[src/rtl/clip_controller.sv]
// clip_controller: record/playback sequencer for a four-clip audio recorder.
// Each clip owns a fixed 2^OFFSET_W-sample region of the shared memory,
// addressed as {active_clip, offset}. Per-clip lengths bound playback.
//
// state  | meaning
// IDLE   | waiting for a record or play button press
// RECORD | writing one sample per sample_tick into the active clip
// PLAY   | reading one sample per sample_tick from the active clip
module clip_controller #(
  parameter int OFFSET_W = 16,
  parameter int DATA_W   = 8
) (
  input  logic                  clock,
  input  logic                  reset,
  input  logic                  record,
  input  logic                  play,
  input  logic [1:0]            clip_sel,
  input  logic                  sample_tick,
  input  logic [DATA_W-1:0]     sample_in,
  output logic [OFFSET_W+1:0]   mem_addr,
  output logic                  mem_we,
  output logic [DATA_W-1:0]     mem_wdata,
  output logic                  mem_re,
  input  logic [DATA_W-1:0]     mem_rdata,
  output logic [DATA_W-1:0]     audio_out,
  output logic                  recording,
  output logic                  playing
);

  typedef enum logic [1:0] {S_IDLE, S_RECORD, S_PLAY} state_e;

  state_e                   state_q, state_d;
  logic [OFFSET_W-1:0]      offset_q, offset_d;
  logic [1:0]               clip_q, clip_d;
  logic [3:0][OFFSET_W:0]   len_q, len_d;
  logic                     record_q, play_q;
  logic [OFFSET_W+1:0]      addr_q, addr_d;
  logic                     we_q, we_d;
  logic [DATA_W-1:0]        wdata_q, wdata_d;
  logic                     re_q, re_d;
  logic                     rd_pend_q, rd_pend_d;
  logic [DATA_W-1:0]        audio_q, audio_d;

  logic                     rec_rise, play_rise;
  logic                     start_rec, start_play, do_write, do_read;
  logic                     offset_last;
  logic [OFFSET_W:0]        offset_inc;
  logic [OFFSET_W:0]        len_sel, len_act;

  assign rec_rise    = record & ~record_q;
  assign play_rise   = play & ~play_q;
  assign len_sel     = len_q[clip_sel];
  assign len_act     = len_q[clip_q];
  assign offset_last = (offset_q == '1);
  assign offset_inc  = {1'b0, offset_q} + 1'b1;

  // Stop requests win over a coincident sample_tick, so no access is issued.
  assign start_rec  = (state_q == S_IDLE) && rec_rise;
  assign start_play = (state_q == S_IDLE) && !rec_rise && play_rise && (len_sel != '0);
  assign do_write   = (state_q == S_RECORD) && sample_tick && !rec_rise;
  assign do_read    = (state_q == S_PLAY) && sample_tick && !play_rise;

  // State register
  always_ff @(posedge clock or negedge reset) begin
    if (!reset) state_q <= S_IDLE;
    else        state_q <= state_d;
  end

  // Next-state logic: recording stops on button or full region, playback on
  // button or after the read of the last recorded sample
  always_comb begin
    state_d = state_q;
    case (state_q)
      S_IDLE: begin
        if (rec_rise)        state_d = S_RECORD;
        else if (start_play) state_d = S_PLAY;
      end
      S_RECORD: begin
        if (rec_rise)                     state_d = S_IDLE;
        else if (do_write && offset_last) state_d = S_IDLE;
      end
      S_PLAY: begin
        if (play_rise)                            state_d = S_IDLE;
        else if (do_read && offset_inc == len_act) state_d = S_IDLE;
      end
      default: state_d = S_IDLE;
    endcase
  end

  // Output/datapath logic: memory strobes, offset and length bookkeeping
  always_comb begin
    offset_d  = offset_q;
    clip_d    = clip_q;
    len_d     = len_q;
    addr_d    = addr_q;
    we_d      = 1'b0;
    wdata_d   = wdata_q;
    re_d      = 1'b0;
    rd_pend_d = re_q;
    audio_d   = rd_pend_q ? mem_rdata : audio_q;
    if (start_rec) begin
      clip_d          = clip_sel;
      offset_d        = '0;
      len_d[clip_sel] = '0;
    end
    if (start_play) begin
      clip_d   = clip_sel;
      offset_d = '0;
    end
    if (do_write) begin
      we_d          = 1'b1;
      addr_d        = {clip_q, offset_q};
      wdata_d       = sample_in;
      offset_d      = offset_q + 1'b1;
      len_d[clip_q] = offset_inc;
    end
    if (do_read) begin
      re_d     = 1'b1;
      addr_d   = {clip_q, offset_q};
      offset_d = offset_q + 1'b1;
    end
  end

  // Datapath registers; reset also wipes every clip length
  always_ff @(posedge clock or negedge reset) begin
    if (!reset) begin
      offset_q  <= '0;
      clip_q    <= '0;
      len_q     <= '0;
      record_q  <= 1'b0;
      play_q    <= 1'b0;
      addr_q    <= '0;
      we_q      <= 1'b0;
      wdata_q   <= '0;
      re_q      <= 1'b0;
      rd_pend_q <= 1'b0;
      audio_q   <= '0;
    end else begin
      offset_q  <= offset_d;
      clip_q    <= clip_d;
      len_q     <= len_d;
      record_q  <= record;
      play_q    <= play;
      addr_q    <= addr_d;
      we_q      <= we_d;
      wdata_q   <= wdata_d;
      re_q      <= re_d;
      rd_pend_q <= rd_pend_d;
      audio_q   <= audio_d;
    end
  end

  assign mem_addr  = addr_q;
  assign mem_we    = we_q;
  assign mem_wdata = wdata_q;
  assign mem_re    = re_q;
  assign audio_out = audio_q;
  assign recording = (state_q == S_RECORD);
  assign playing   = (state_q == S_PLAY);

endmodule

[config.mk]
export PLATFORM = sky130hd
export DESIGN_NAME = clip_controller
export DESIGN_NICKNAME = d
export VERILOG_FILES = /design/src/rtl/clip_controller.sv
export SDC_FILE = /design/constraint.sdc
export NUM_CORES = 1
export LEC_CHECK = 0
export ABC_CLOCK_PERIOD_IN_PS = 7200
export CAP_MARGIN = 20
export CORE_UTILIZATION = 50
export DETAILED_ROUTE_END_ITERATION = 6
export GPL_TIMING_DRIVEN = 0
export HOLD_SLACK_MARGIN = 0.06
export PLACE_DENSITY = 0.69
export SYNTH_ARGS = -nofsm -noshare
export SYNTH_HDL_FRONTEND = slang
export SYNTH_SLANG_ARGS = --single-unit
export TNS_END_PERCENT = 50
[constraint.sdc]
create_clock -name clock -period 7.2 [get_ports clock]
set_input_delay 1.8 -clock clock [delete_from_list [all_inputs] [get_ports clock]]
set_output_delay 1.8 -clock clock [all_outputs]
set_load 0.01 [all_outputs]
==> results of run 1 <==
## per-layer routing
metal	vias up	share of wire, %	wire length [um]	GRT usage, %
met3	35	7.1	1080	6.78
met5	-	0	0	0
li1	2215	-	-	-
met1	2342	43	6520	36.5
met4	0	2.1	325	11.7
met2	243	48	7240	40.7
## final cells by class
class                   count  area [um^2]  share of cell area (%)
inverters                   8         30.0                   0.410
plain buffers              42          179                    2.44
well taps                 143          179                    2.44
flip-flops and latches    127         3180                    43.4
clock inverters             9          131                    1.79
multi-input cells         400         2530                    34.6
clock buffers              23          488                    6.66
repair buffers             59          609                    8.31
## per-stage QoR
stage,hold WS [ns],setup slack [ns],util (%)
after floorplan,0.416,3.62,-
after global placement,0.356,-0.544,58.3
after detailed placement,0.366,2.88,58.5
after CTS,0.379,3.32,63.9
after global routing,0.388,3.13,63.9
final,0.377,3.30,63.9
## worst register-to-register path, stage by stage (launching register included)
cell       delay (ns)
dfrtp_1          0.44
ha_1             0.28
nand3_1          0.34
nor2_2           0.33
nand3_1          0.16
or3_1            0.43
a2111oi_2        0.38
nand4_1          0.14
a22o_1           0.21
## flip-flops by register name, summed over array words and instances (netlist names), 2 cells and up
| signal | flops |
|---|---|
| clip_q | 2 |
| mem_wdata | 8 |
| mem_addr | 18 |
| offset_q | 16 |
| state_q | 2 |
| audio_out | 8 |
| len_q | 68 |
## worst paths after layout
kind	end	depth (start not counted)	startpoint	slack (ns)
max	offset_q[8]$_DFFE_PN0P_	9	record	3.30
min	rd_pend_q$_DFF_PN0_	0	mem_re$_DFF_PN0_	0.38
max reg2reg	state_q[1]$_DFFE_PN0P_	8	offset_q[1]$_DFFE_PN0P_	4.40
min reg2reg	rd_pend_q$_DFF_PN0_	0	mem_re$_DFF_PN0_	0.38
max in group asynchronous	len_q[11]$_DFF_PN0_	2	reset	5.16
min in group asynchronous	audio_out[4]$_DFFE_PN0P_	1	reset	1.31
## placed cells by master, fill, tap and decap left out, types with 3 or more instances in the layout
cell / synthesis / routed
dfrtp_1: 127 / 127
nand2_1: 94 / 94
nand3_1: 81 / 81
o21ai_0: 71 / 71
clkdlybuf4s50_1: 0 / 57
clkbuf_1: 28 / 30
nor4_1: 17 / 17
mux4_2: 17 / 17
clkbuf_16: 0 / 17
nor2_1: 16 / 16
xnor2_1: 15 / 15
o22ai_1: 11 / 11
xor2_1: 10 / 10
inv_1: 8 / 8
a21oi_1: 8 / 8
mux2_2: 8 / 8
buf_2: 7 / 7
nand4_1: 5 / 5
nor3_1: 4 / 4
buf_1: 4 / 4
or3_1: 4 / 4
nor2b_1: 4 / 4
or4_1: 4 / 4
clkbuf_8: 0 / 4
o21ai_1: 3 / 3
clkinvlp_4: 0 / 3
bufinv_16: 0 / 3
## power by group
group          switching, W  total, W  internal [W]
Clock              0.000310  0.000890      0.000580
Sequential        0.0000803  0.000901      0.000821
Combinational      0.000375  0.000678      0.000303
Total              0.000765   0.00247       0.00170
## kinds of logic after synthesis
family / share of synthesized area (%)
muxes: 8.37
and+or+nand+nor: 19.5
AOI/OAI and AO/OA: 9.17
xor gates and xnor gates: 5.54
buffers and inverters: 3.53
adders and majority gates: 0.211
DFF: 53.7
==> metrics.txt, run 1 <==
ANT nets after route 0; most frequent CP cell clkbuf_1; post-synthesis sequential area ratio between 50% and 60%; DRC violations left 0; post-synth top area cell dfrtp_1; Synth Flop Type dfrtp_1; synthesized flop and latch total roughly 130; layout cells sized above 1 between 10% and 20%; Worst slew margin approximately 50%; later-pin clock latency in the skew report around 0.42 ns; DIE HEIGHT around 110 um; Syn Nets 601; GRT Total Usage 26.7%; endpoints failing setup 0; final hold violations 0; Slew @ Worst Pin around 0.73 ns; Synth Warn # 0; Post-Syn Area 5920 um^2; TritonCTS Sinks ~130; worst-case clock buffer depth 2; postcts setup bufs 0; placed cell count just under 800; post-CTS resize count 0; CTS tree yes; power density over the cells 337 nW/um^2; port bufs 58; Final min period 3.90 ns; via count 4835; n_diodes 0; CP endpoint kind register; Cells after Synth slightly below 600; crit-path cells clkdlybuf4s50_1 > nand2b_1 > nand4b_1 > inv_1 > clkbuf_1 > nor2_1 > clkbuf_1 > nand3_1 > a31oi_1; Boundary Pins 61; largest net degree at the start of global routing 84; outcome complete, no violations; total wire length 15200 um; GRT overflow 0; via/cell ratio ~6.0; asr flop ratio synth 100%; placement row count 39; Hold Buf Count CTS 0; Num CTS Buffers 17; leading post-synthesis cells by cell area dfrtp_1 54%, nand3_1 6.8%, mux4_2 6.5%; CP max-delay cell clkdlybuf4s50_1; antenna violations before repair 0; CP max stage delay about 0.49 ns; die area roughly 12000 um^2; vias in the first global route approximately 4800; Synth top area share 53.7%; Buffers & Inverters on Critical Path 4; Final #Nets ~680; DRT Pass-1 Iters 6; worst setup path category primary input to register; hpwl dp between 10000 and 15000 um; number of synthesized flops with an enable pin 0; Finished Layout Cells between 800 and 900; fin area approximately 7300 um^2; CP top delay family buffers and inverters; first-pass GRT wire length between 20000 and 30000 um; Synth cell types 44; Hold Path Class register to register; count leader, synth dfrtp_1; Arrival @ worst endpoint 4.23 ns; Worst EP required 7.53 ns; Die W ~110 um; CTS H-tree lvls 4; routability cong. between 0.9 and 1; core box area ~11000 um^2; Max VDD drop 0.000280 V; Power Total around 0.0025 W; setup TNS 0 ns; Clock Skews about 0.007 ns; Root Driver clkbuf_16; Reg clk slew, reported paths 0.06 ns; P_leak around 3.2 nW; Max FO, Critical Path 10; Synth top cells by count 127 x dfrtp_1, 94 x nand2_1, 81 x nand3_1; 1st-iter DRT viols about 410; startpoint types primary input; fmax 257 MHz; Max Cap Viol 0; period utilization 54.1%; Placed Area ~6700 um^2; RSZ-0062 raised after global routing no; Layout area overhead 23.8%; DR WL/cell between 15 and 20 um; Final Slew Violations 0; Avg Synthesized Cell Area approximately 10 um^2; initial core utilization between 50% and 60%; Filler cells about 900
No activity file was read; power rests on OpenSTA's default activity.
==> inputs of run 2 (changes only) <==
Settings changed: ABC_CLOCK_PERIOD_IN_PS 7200 to 3650.
Clock period 7.2 ns to 3.65 ns, I/O delays scaled along.
==> results of run 2 <==
Same layout as run 1 (identical final DEF). Status: complete, no violations.
Among the figures that moved: setup slack after placement 2.88 ns -> 0.216 ns; setup slack after layout 3.30 ns -> 0.642 ns; register-to-register setup slack 4.40 ns -> 0.85 ns; total power 0.00247 W -> 0.00487 W; worst IR drop on VDD 0.000280 V -> 0.000553 V
